`src/rtl/travel_animator.sv`:
```
// Animates a 4x4 sprite between two path nodes for the selected travel leg,
// issuing one pixel write per cycle while drawing or erasing.
//
// state | meaning
// IDLE  | waiting for a valid travel code
// LOAD  | latch source/target node coordinates
// DRAW  | 16-pixel sweep in sprite colour
// WAIT  | frame delay of TICK_DIV cycles
// ERASE | 16-pixel sweep in background colour
// MOVE  | step each axis one pixel toward target
// DONE  | one-cycle done_travel pulse
// HOLD  | wait for travel to return to 000
module travel_animator #(
    parameter int              X_W           = 8,
    parameter int              Y_W           = 7,
    parameter int              TICK_DIV      = 833333,
    parameter logic [5*X_W-1:0] NODE_X       = {8'd140, 8'd110, 8'd80, 8'd50, 8'd20},
    parameter logic [5*Y_W-1:0] NODE_Y       = {7'd20, 7'd20, 7'd20, 7'd20, 7'd20},
    parameter logic [2:0]      SPRITE_COLOUR = 3'b110,
    parameter logic [2:0]      BG_COLOUR     = 3'b000
) (
    input  logic           clock,
    input  logic           resetn,
    input  logic [2:0]     travel,
    output logic           done_travel,
    output logic           plot,
    output logic [X_W-1:0] x,
    output logic [Y_W-1:0] y,
    output logic [2:0]     colour,
    output logic           busy
);

    localparam int TICK_W = (TICK_DIV > 1) ? $clog2(TICK_DIV) : 1;
    localparam logic [TICK_W-1:0] TICK_LAST = TICK_W'(TICK_DIV - 1);

    typedef enum logic [2:0] {
        S_IDLE, S_LOAD, S_DRAW, S_WAIT, S_ERASE, S_MOVE, S_DONE, S_HOLD
    } state_t;

    state_t state, state_nxt;

    logic [1:0]        leg;
    logic [X_W-1:0]    cur_x, tgt_x;
    logic [Y_W-1:0]    cur_y, tgt_y;
    logic [3:0]        pix;
    logic [TICK_W-1:0] tick;

    logic       code_ok;
    logic [1:0] code_leg;
    logic [2:0] src_i, dst_i;
    logic       at_tgt;

    always_comb begin
        code_ok  = 1'b1;
        code_leg = 2'd0;
        case (travel)
            3'b001:  code_leg = 2'd0;
            3'b010:  code_leg = 2'd1;
            3'b011:  code_leg = 2'd2;
            3'b101:  code_leg = 2'd3;
            default: code_ok  = 1'b0;
        endcase
    end

    // Leg n runs from node n to node n+1.
    assign src_i  = {1'b0, leg};
    assign dst_i  = src_i + 3'd1;
    assign at_tgt = (cur_x == tgt_x) && (cur_y == tgt_y);

    always_ff @(posedge clock or negedge resetn) begin
        if (!resetn) state <= S_IDLE;
        else         state <= state_nxt;
    end

    always_comb begin
        state_nxt = state;
        case (state)
            S_IDLE:  if (code_ok) state_nxt = S_LOAD;
            S_LOAD:  state_nxt = S_DRAW;
            S_DRAW:  if (pix == 4'd15) state_nxt = at_tgt ? S_DONE : S_WAIT;
            S_WAIT:  if (tick == TICK_LAST) state_nxt = S_ERASE;
            S_ERASE: if (pix == 4'd15) state_nxt = S_MOVE;
            S_MOVE:  state_nxt = S_DRAW;
            S_DONE:  state_nxt = S_HOLD;
            S_HOLD:  if (travel == 3'b000) state_nxt = S_IDLE;
            default: state_nxt = S_IDLE;
        endcase
    end

    always_ff @(posedge clock or negedge resetn) begin
        if (!resetn) begin
            leg   <= '0;
            cur_x <= '0;
            cur_y <= '0;
            tgt_x <= '0;
            tgt_y <= '0;
            pix   <= '0;
            tick  <= '0;
        end else begin
            case (state)
                S_IDLE: if (code_ok) leg <= code_leg;
                S_LOAD: begin
                    cur_x <= NODE_X[int'(src_i)*X_W +: X_W];
                    cur_y <= NODE_Y[int'(src_i)*Y_W +: Y_W];
                    tgt_x <= NODE_X[int'(dst_i)*X_W +: X_W];
                    tgt_y <= NODE_Y[int'(dst_i)*Y_W +: Y_W];
                    pix   <= '0;
                end
                // pix wraps 15 -> 0, so the next sweep always starts clean.
                S_DRAW: begin
                    pix  <= pix + 4'd1;
                    tick <= '0;
                end
                S_WAIT: begin
                    tick <= tick + TICK_W'(1);
                    pix  <= '0;
                end
                S_ERASE: pix <= pix + 4'd1;
                S_MOVE: begin
                    if (cur_x < tgt_x)      cur_x <= cur_x + X_W'(1);
                    else if (cur_x > tgt_x) cur_x <= cur_x - X_W'(1);
                    if (cur_y < tgt_y)      cur_y <= cur_y + Y_W'(1);
                    else if (cur_y > tgt_y) cur_y <= cur_y - Y_W'(1);
                    pix <= '0;
                end
                default: ;
            endcase
        end
    end

    always_comb begin
        plot        = 1'b0;
        colour      = 3'b000;
        x           = '0;
        y           = '0;
        done_travel = (state == S_DONE);
        busy        = (state != S_IDLE);
        if (state == S_DRAW || state == S_ERASE) begin
            plot   = 1'b1;
            colour = (state == S_DRAW) ? SPRITE_COLOUR : BG_COLOUR;
            x      = cur_x + X_W'(pix[1:0]);
            y      = cur_y + Y_W'(pix[3:2]);
        end
    end

endmodule

```
`config.mk`:
```
export PLATFORM = sky130hd
export DESIGN_NAME = travel_animator
export DESIGN_NICKNAME = d
export VERILOG_FILES = /design/src/rtl/travel_animator.sv
export SDC_FILE = /design/constraint.sdc
export NUM_CORES = 1
export LEC_CHECK = 0
export ABC_AREA = 1
export BUFFER_PORTS_ARGS = -buffer_cell sky130_fd_sc_hd__buf_2
export CORE_ASPECT_RATIO = 1.25
export CORE_MARGIN = 2
export CORE_UTILIZATION = 35
export CTS_CLUSTER_SIZE = 30
export DETAILED_ROUTE_END_ITERATION = 6
export GPL_TIMING_DRIVEN = 1
export PLACE_DENSITY = 0.57
export SETUP_SLACK_MARGIN = 0.1
export SLEW_MARGIN = 5
export SYNTH_ARGS = -nofsm -noshare
export SYNTH_HDL_FRONTEND = slang
export SYNTH_SLANG_ARGS = --single-unit
export TNS_END_PERCENT = 10
```
`constraint.sdc`:
```
create_clock -name clock -period 5.1 [get_ports clock]
set_clock_uncertainty 0.15 [all_clocks]
set_input_delay 0.255 -clock clock [delete_from_list [all_inputs] [get_ports clock]]
set_output_delay 0.255 -clock clock [all_outputs]
set_load 0.01 [all_outputs]
```
Word-level counts from Yosys, hierarchy flattened
Cells that the tools add are included.
{"block": "word_totals", "regBits": 59, "latchBits": 0, "ram_bits": 0, "romBits": 0, "in_bits": 5, "out_inout_bits": 21, "wordCells": 87, "n_memories": 0}
{"block": "classes", "addsub": 9, "mul": 2, "div_mod_pow": 0, "order_cmp": 4, "n_eq_ne": 22, "shifts": 4, "n_mux": 22, "bitwise": 0, "n_reduce_logical": 16}
{"op": "one-hot mux 20 bit (2 select lines)", "n": 1}
{"op": "variable part select 40 x 6 -> 8 bit, first input constant", "n": 1}
{"op": "variable part select 40 x 7 -> 8 bit, first input constant", "n": 1}
{"op": "variable part select 35 x 6 -> 7 bit, first input constant", "n": 1}
{"op": "variable part select 35 x 7 -> 7 bit, first input constant", "n": 1}
{"op": "two-way mux 3 bit", "n": 8}
{"op": "two-way mux 8 bit", "n": 3}
{"op": "two-way mux 7 bit", "n": 3}
{"op": "one-hot mux 3 bit (7 select lines)", "n": 1}
{"op": "adder 20 x 1 -> 20 bit, second input constant", "n": 1}
{"op": "== test 20 bit, second input constant", "n": 1}
{"op": "one-hot mux 8 bit (2 select lines)", "n": 1}
{"op": "== test 3 bit, second input constant", "n": 5}
{"op": "one-hot mux 7 bit (2 select lines)", "n": 1}
{"op": "== test 3 x 2 -> 1 bit, second input constant", "n": 4}
{"op": "!= test 2 bit, second input constant", "n": 5}
{"op": "adder 8 x 1 -> 8 bit, second input constant", "n": 1}
{"op": "adder 8 x 2 -> 8 bit", "n": 1}
{"op": "== test 8 bit", "n": 1}
{"op": "greater-than comparator 8 bit", "n": 1}
{"op": "< comparator 8 bit", "n": 1}
{"op": "one-hot mux 4 bit (2 select lines)", "n": 1}
{"op": "subtractor 8 x 1 -> 8 bit, second input constant", "n": 1}
{"op": "adder 7 x 1 -> 7 bit, second input constant", "n": 1}
{"op": "24 further kinds", "n": 33}

Depth between registers and ports, before layout
Gate-level depths: netlist of the first run.
{"block": "logic_depth", "ltp_word": 5, "mapped_depth": 17, "depth_no_buf": 17}

Worst setup path after synthesis of the first run
OpenSTA, ideal clock, no wires.
{"block": "synth_path", "kind": "register to register", "from": "reg cur_x[7]", "to": "reg cur_x[4]", "setup_time_ns": 0.117, "arrival_ns": 2.301, "required_ns": 4.833, "slack_ns": 2.533, "path_stages_with_launch": 15, "path_buffers": 0, "period_less_slack_ns": 2.567, "cell_sequence": "dfrtp_1 ha_1 nand2_1 inv_1 a21oi_1 nand2_1 ha_1 nand2_1 inv_1 a21oi_1 or2_2 nand3_1 nand2_1 nand2_1 nand2_1"}
{"block": "synth_between", "elab_chain_cells": 3, "word_cells_on_any_way": 6, "classes_between": "order compare (2); eq/ne (1); mux (2); reduce/logical (1)"}
{"item": "start: declaration", "line_no": "43", "rtl": "logic [X_W-1:0] cur_x, tgt_x;"}
{"item": "start signal: assignment", "line_no": "103", "rtl": "cur_x <= NODE_X[int'(src_i)*X_W +: X_W];"}
{"item": "start signal: assignment", "line_no": "120", "rtl": "if (cur_x < tgt_x) cur_x <= cur_x + X_W'(1);"}
{"item": "start signal: assignment", "line_no": "121", "rtl": "else if (cur_x > tgt_x) cur_x <= cur_x - X_W'(1);"}
{"item": "< comparator 8 bit or greater-than comparator 8 bit (tied branches)", "line_no": "120, 121"}
{"item": "two-way mux 8 bit or != test 3 bit (tied branches)"}
{"item": "one-hot mux 8 bit (2 select lines) or AND reduction 2 bit (tied branches)"}
Parallel ways exist; a longest one is shown, timed or not.
A chain may end at the register's enable or synchronous reset.

Worst setup path after layout of the first run
{"block": "layout_path", "from": "reg state[2]", "to": "out y[5]"}
{"block": "layout_between", "elab_chain_cells": 3, "word_cells_on_any_way": 4, "classes_between": "eq/ne (2); mux (1); reduce/logical (1)"}
{"item": "start: declaration", "line_no": "40", "rtl": "state_t state, state_nxt;"}
{"item": "start signal: assignment", "line_no": "72", "rtl": "else state <= state_nxt;"}
{"item": "== test 3 x 2 -> 1 bit or == test 3 bit (tied branches)", "line_no": "138", "rtl": "if (state == S_DRAW || state == S_ERASE) begin"}
{"item": "logical OR 1 bit *", "line_no": "138"}
{"item": "two-way mux 7 bit *", "line_no": "138"}
{"item": "end: declaration", "line_no": "28", "rtl": "output logic [Y_W-1:0] y,"}
Every way passes the cells marked *; elsewhere a longest branch is shown, timed or not.

==> results of run 1 <==
==> layout make-up <==
class | instances | area, sq um
inverter | 90 | 340
timing repair buffer | 26 | 138
multi-input combinational | 418 | 2290
sequential | 50 | 1250
clock inverter | 1 | 30.0
tap | 135 | 169
fill | 1187 | 6730
clock buffer | 7 | 133
==> metal layers <==
layer / share of wire / global-route usage
met1: 0.44 / 0.197
met2: 0.50 / 0.308
met3: 0.026 / 0.0220
met4: 0.034 / 0.0822
met5: 0 / 0
==> flip-flops by register name (all words and copies together), names as in the netlist <==
name	count
cur_y	7
state	3
tgt_x	5
tick	20
leg	2
pix	4
tgt_y	1
cur_x	8
==> path summary, 6_finish.rpt <==
path,endpoint,slack (ns),depth (start not counted)
max,y[5],2.14,6
min in group asynchronous,tick[4],0.46,3
max reg2reg,cur_x[4],2.26,14
min,leg[0],0.09,2
max in group asynchronous,cur_y[2],3.91,3
min reg2reg,tgt_y[4],0.34,2
==> placed cells by master (no fill, tap or decap), types with 2 or more instances in the layout <==
cell type  Yosys  final
a21oi_1       31     31
a31oi_1        3      3
and3_1         2      2
buf_2          1     24
clkbuf_1       0      2
clkbuf_16      0      5
dfrtp_1       50     50
fa_1           4      4
ha_1          31     31
inv_1         85     85
inv_2          4      4
nand2_1      141    141
nand2_2        3      3
nand2_4        2      2
nand3_1       48     48
nand4_1       10     10
nor2_1        54     54
nor2_2         3      3
nor2_4         3      3
nor3_1        13     13
o211ai_1       2      2
o21a_1         2      2
o21ai_0       37     37
o21ai_1        2      2
o22ai_1        3      3
o31ai_1        3      3
or2_2          2      2
xor2_1         4      4
==> cells in the mapped netlist, types with 2 or more instances <==
master,count,area (sq um)
nand2_4,2,22.5
o22ai_1,3,18.8
ha_1,31,388
a21oi_1,31,155
nor2_2,3,18.8
buf_6,4,45.0
o21ai_1,2,10.0
fa_1,4,80.1
buf_4,4,30.0
o21ai_0,37,185
nor3_1,13,65.1
and3_1,2,12.5
nand3_1,48,240
nor2_1,54,203
inv_2,4,15.0
or2_2,2,12.5
o21a_1,2,15.0
dfrtp_1,50,1250
o211ai_1,2,15.0
nand2_1,141,529
o31ai_1,3,22.5
nand4_1,10,62.6
nand2_2,3,18.8
xor2_1,4,35.0
a31oi_1,3,18.8
nor2_4,3,33.8
inv_1,85,319
==> kinds of logic after synthesis <==
group | share of synthesized area
buffers and inverters | 0.106
flip-flops | 0.316
other | 0.000946
adder cells (fa/ha/maj) | 0.118
multiplexers | 0.00252
AO/OA/AOI/OAI | 0.121
AND/OR/NAND/NOR | 0.325
XOR/XNOR | 0.0110
==> stage by stage <==
step | cell area, sq um | utilization
floorplan | 3970 | -
CTS | 4350 | 0.393
global placement | 4180 | 0.377
global route | 4350 | 0.393
finish | 4350 | 0.393
detailed placement | 4180 | 0.377
==> report_power, final <==
part	leakage (nW)	internal, W	switching [W]
clock network	0.0781	0.000232	0.000146
registers	0.647	0.000396	0
logic	1.57	0.00000280	0.0000110
total	2.30	0.000631	0.000157
==> what timing repair did <==
action,in CTS,in global routing
setup endpoints to repair,0,0
hold endpoints to repair,50,0
hold buffers,1,0
==> results.sh, run 1 <==
export IMPL_globalRouteTotalUtil=0.170
export IMPL_drc_errors=0
export IMPL_fmax_mhz=338
export IMPL_slowest_delay_ns=0.61
export IMPL_fp_dieW_um=99.2
export IMPL_final_nets=631
export IMPL_worst_slew_pin_slew_ns=0.903
export IMPL_cpMostUsedCell="nand2_1"
export IMPL_first_iter_violations=164
export IMPL_postCtsSetupBuffers=0
export IMPL_finalCritPeriodShare=0.580
export IMPL_grt_pass1_wl_um=16600
export IMPL_cp_data_required_time_ns=4.70
export IMPL_synth_seq_cells=50
export IMPL_io_buffers=24
export IMPL_ir_drop_mv=0.122
export IMPL_dp_hpwl_um=7570
export IMPL_tns_ns=0
export IMPL_ctsResizeCount=0
export IMPL_clk_path_buf_depth=2
export IMPL_io_pins=26
export IMPL_status="complete, no violations"
export IMPL_gp_congestion=0.856
export IMPL_fin_total_pwr_w=0.000788
export IMPL_antenna_left=0
export IMPL_whs_ns=0.0857
export IMPL_grt_pass1_vias=3593
export IMPL_cts_tree="yes"
export IMPL_coreArea_sq_um=11100
export IMPL_cts_max_level=2
export IMPL_drv_cap=0
export IMPL_synth_distinct_cells=44
export IMPL_setup_ws_ns=2.14
export IMPL_grt_max_degree=51
export IMPL_clock_sinks=50
export IMPL_cp_start_kind="flop"
export IMPL_initial_core_util=0.358
export IMPL_yosys_warnings=0
export IMPL_via_per_inst=5.14
export IMPL_postSynthCellCount=567
export IMPL_grt_overflow_total=0
export IMPL_syn_area_sq_um=3970
export IMPL_syn_avg_cell_area_sq_um=6.99
export IMPL_hold_class="input port to flop"
export IMPL_drt_pass1_iterations=4
export IMPL_async_flop_share=1.00
export IMPL_cts_made_buffers=5
export IMPL_place_ws_ns=2.29
export IMPL_path_clk_slew_ns=0.07
export IMPL_vias=3737
export IMPL_antenna_found_initial=0
export IMPL_cp_startpoint="state[2]"
export IMPL_synthFlopType="dfrtp_1"
export IMPL_slowest_stage="nand2_1"
export IMPL_rsz0062_at_grt="no"
export IMPL_cts_root_buffer_cell="clkbuf_16"
export IMPL_slew_viol_final=0
export IMPL_routed_wirelength_um=9820
export IMPL_worst_setup_path_type="flop to output pin"
export IMPL_crit_family="simple AND/OR/NAND/NOR gates"
export IMPL_setup_violations=0
export IMPL_dieArea_sq_um=12200
export IMPL_worstReg2RegStart="cur_x[7]"
export IMPL_drive_gt1_frac=0.0912
export IMPL_crit_chain="nor2_4, nand2_1, nand2_1, inv_2, nor3_1, buf_2"
export IMPL_placed_cells=718
export IMPL_crit_fanout=20
export IMPL_synth_fp_nets=607
export IMPL_diodes=0
export IMPL_leakage_nw=2.30
export IMPL_die_y_um=123
export IMPL_clock_latency_ns=0.29
export IMPL_synth_edff_count=0
export IMPL_layout_cells_non_filler=727
export IMPL_layout_min_cycle_time_ns=2.96
export IMPL_finalHoldViolations=0
export IMPL_worstHoldStart="travel[0]"
export IMPL_yosysSeqAreaShare=0.316
export IMPL_worstPathArrival_ns=2.55
export IMPL_syn2layout_area_growth_pct=9.81
export IMPL_wl_per_cell_um=13.5
export IMPL_critPathBufInv=2
export IMPL_slew_headroom=0.396
export IMPL_row_count=43
export IMPL_p_per_area_nw_per_um2=181
export IMPL_end_kind="output pin"
Note: power is estimated with default switching activity, not from simulation.
==> run 2, diff against run 1 <==
Settings changed: ABC_AREA 1 to 0, PLACE_DENSITY 0.57 to 0.59.
Clock period 5.1 ns to 2.5 ns, I/O delays scaled along.
==> run 2 against run 1 <==
Effect of this change: the run now ends with setup timing left; sequential power grew 100%; area after synthesis is 6.9% lower; register-to-register slack got worse by 2.6 ns; total power rose by 110%; worst setup slack worse by 2.5 ns; critical path depth is 6 higher.
==> results.sh, run 2 <==
export IMPL_status="finished, violations left"
export IMPL_violations="setup timing"
export IMPL_drv_cap=0
export IMPL_slowest_delay_ns=0.40
export IMPL_vias=3260
export IMPL_final_common_cell="buf_4"
export IMPL_hold_class="input port to flop"
export IMPL_layout_cells_non_filler=615
export IMPL_fmax_mhz=355
export IMPL_grt_overflow_total=0
export IMPL_first_iter_violations=139
export IMPL_antenna_left=0
export IMPL_synth_top_area_frac=0.339
export IMPL_fill_cells=987
export IMPL_synth_xor_area_share=0.0759
export IMPL_drive_gt1_frac=0.249
export IMPL_p_per_area_nw_per_um2=351
export IMPL_largest_reg_flops=20
export IMPL_finalCritPeriodShare=1.13
export IMPL_switching_share=0.202
export IMPL_synth_common_cells="dfrtp_1 (50), nor2_1 (46), nand2_1 (36)"
export IMPL_synth_mux_area_frac=0.0308
export IMPL_cp_data_required_time_ns=2.55
export IMPL_diodes=0
export IMPL_antenna_found_initial=0
export IMPL_layout_min_cycle_time_ns=2.82
export IMPL_clk_path_buf_depth=2
export IMPL_synth_edff_count=0
export IMPL_reg_largest_list="tick x20, cur_x x8, cur_y x7"
export IMPL_routed_wirelength_um=9060
export IMPL_yosys_warnings=0
export IMPL_synth_distinct_cells=54
export IMPL_io_pins=26
export IMPL_cts_made_buffers=5
export IMPL_tns_ns=-0.812
export IMPL_cp_start_kind="flop"
export IMPL_setup_ws_ns=-0.318
export IMPL_intPower_w=0.00129
export IMPL_ys_top_cells_by_area="dfrtp_1 (34%), ha_1 (11%), xor2_1 (5.0%)"
export IMPL_synthAdderAreaFrac=0.127
export IMPL_rsz0062_at_grt="yes"
export IMPL_yosysSeqAreaShare=0.339
export IMPL_grt_pass1_wl_um=14700
export IMPL_dp_hpwl_um=6670
export IMPL_worstPathArrival_ns=2.87
export IMPL_cts_root_buffer_cell="clkbuf_16"
export IMPL_cts_max_level=2
export IMPL_path_clk_slew_ns=0.07
export IMPL_crit_fanout=7
export IMPL_syn_area_sq_um=3690
export IMPL_yosys_area_top_type="dfrtp_1"
export IMPL_synth_most_common_cell="dfrtp_1"
export IMPL_synth_fp_nets=462
export IMPL_globalRouteTotalUtil=0.161
export IMPL_slew_headroom=0.608
export IMPL_synth_simple_area_share=0.219
export IMPL_switchingPower_w=0.000327
export IMPL_leakage_nw=2.15
export IMPL_grt_pass1_vias=3164
export IMPL_drt_pass1_iterations=4
export IMPL_die_y_um=119
export IMPL_via_per_inst=5.30
export IMPL_worst_setup_path_type="flop to flop"
export IMPL_seqPwrFrac=0.500
export IMPL_synth_compound_area_share=0.159
export IMPL_initial_core_util=0.362
export IMPL_most_common_layout_cells="buf_4 (49), dfrtp_1 (47), nor2_1 (45)"
export IMPL_clock_sinks=50
export IMPL_worst_slew_pin_slew_ns=0.587
export IMPL_slew_viol_final=0
export IMPL_end_kind="flop"
export IMPL_setup_violations=6
export IMPL_synth_seq_cells=50
export IMPL_slowest_stage="fa_2"
export IMPL_ir_drop_mv=0.236
export IMPL_final_nets=525
export IMPL_combPwrFrac=0.021
export IMPL_drc_errors=0
export IMPL_top_register="tick"
export IMPL_cts_tree="yes"
export IMPL_pwr_share_clk=0.479
export IMPL_grt_max_degree=26
export IMPL_gp_congestion=0.790
export IMPL_syn2layout_area_growth_pct=24.9
export IMPL_placed_cells=595
export IMPL_dieArea_sq_um=11400
export IMPL_fp_dieW_um=95.9
export IMPL_async_flop_share=1.00
export IMPL_synth_top_family_by_area="simple AND/OR/NAND/NOR gates"
export IMPL_coreArea_sq_um=10200
export IMPL_wl_per_cell_um=14.7
export IMPL_finalHoldViolations=0
export IMPL_io_buffers=24
export IMPL_synthFlopType="dfrtp_1"
export IMPL_row_count=41
export IMPL_syn_avg_cell_area_sq_um=8.75
export IMPL_postSynthCellCount=422
export IMPL_clock_latency_ns=0.29
export IMPL_crit_chain="inv_1, ha_1, and4_4, a21oi_4, clkinv_4, fa_2, a211oi_2, o21bai_1, a21oi_2, xnor2_1, mux2i_1, a21oi_1"
-- run 2: layer usage --
metal / track usage / vias to the layer above / share of wire
met3: 0.0259 / 15 / 0.020
met4: 0.0482 / 0 / 0.021
li1: - / 1611 / -
met2: 0.289 / 52 / 0.53
met5: 0 / - / 0
met1: 0.193 / 1582 / 0.43
-- run 2: cell type report --
class                      count  area (sq um)  area share
inverter                      20          80.1      0.0174
multi-input combinational    332          2430       0.527
clock inverter                 2          37.5     0.00814
clock buffer                   6           129      0.0280
timing repair buffer          76           518       0.112
tap                          129           161      0.0350
sequential                    50          1250       0.272
-- run 2: logic make-up (layout without fill, tap and decap cells) --
kind of cell               Yosys count  in the layout
AOI/OAI and AO/OA                   96             96
xor gates and xnor gates            32             32
adders and majority gates           35             35
buffers and inverters               40            104
DFF                                 50             50
muxes                               11             11
other                                1              1
and+or+nand+nor                    157            157
-- run 2: critical path, delay by kind of cell, from the launching register on --
family                     cells  cell delay, ns
muxes                          1            0.11
buffers and inverters          2            0.18
AOI/OAI and AO/OA              5            0.85
and+or+nand+nor                1            0.22
adders and majority gates      2            0.71
xor gates and xnor gates       1            0.15
DFF                            1            0.35
-- run 2: power groups by stage --
stage,Clock [W],Sequential [W],Combinational (W)
6_report,0.000775,0.000808,0.0000347
4_1_cts,0.000793,0.000808,0.0000364
5_1_grt,0.000826,0.000808,0.0000397
3_5_place_dp,0,0.000824,0.0000327
3_3_place_gp,0,0.000824,0.0000325
2_1_floorplan,0,0.000824,0.00000720
-- run 2: path summary, 6_finish.rpt --
kind / start / end / slack (ns) / cells past startpoint
max: tgt_x[6] / cur_x[6] / -0.32 / 12
min: travel[1] / leg[1] / 0.05 / 4
max reg2reg: tgt_x[6] / cur_x[6] / -0.32 / 12
min reg2reg: tgt_x[4] / tgt_x[4] / 0.34 / 2
max in group asynchronous: resetn / cur_x[4] / 1.33 / 3
min in group asynchronous: resetn / tick[0] / 0.22 / 2
-- run 2: per-stage QoR --
stage                     power (W)  cell area (sq um)  hold slack [ns]  setup WS [ns]   util
final                       0.00162               4610           0.0522         -0.318  0.452
after global routing        0.00167               4610           0.0666         -0.470  0.452
after floorplan            0.000831               3760           -0.321        -0.0760      -
after detailed placement   0.000857               4240           0.0146         -0.286  0.416
after CTS                   0.00164               4510           0.0502         -0.227  0.442
after global placement     0.000856               4240           0.0171         -0.159  0.416
-- run 2: timing repair --
action	CTS	global route
pin swaps	14	8
setup endpoints to repair	9	12
gates resized for setup	14	14
hold endpoints to repair	25	0
setup buffers	4	5
hold buffers	3	0
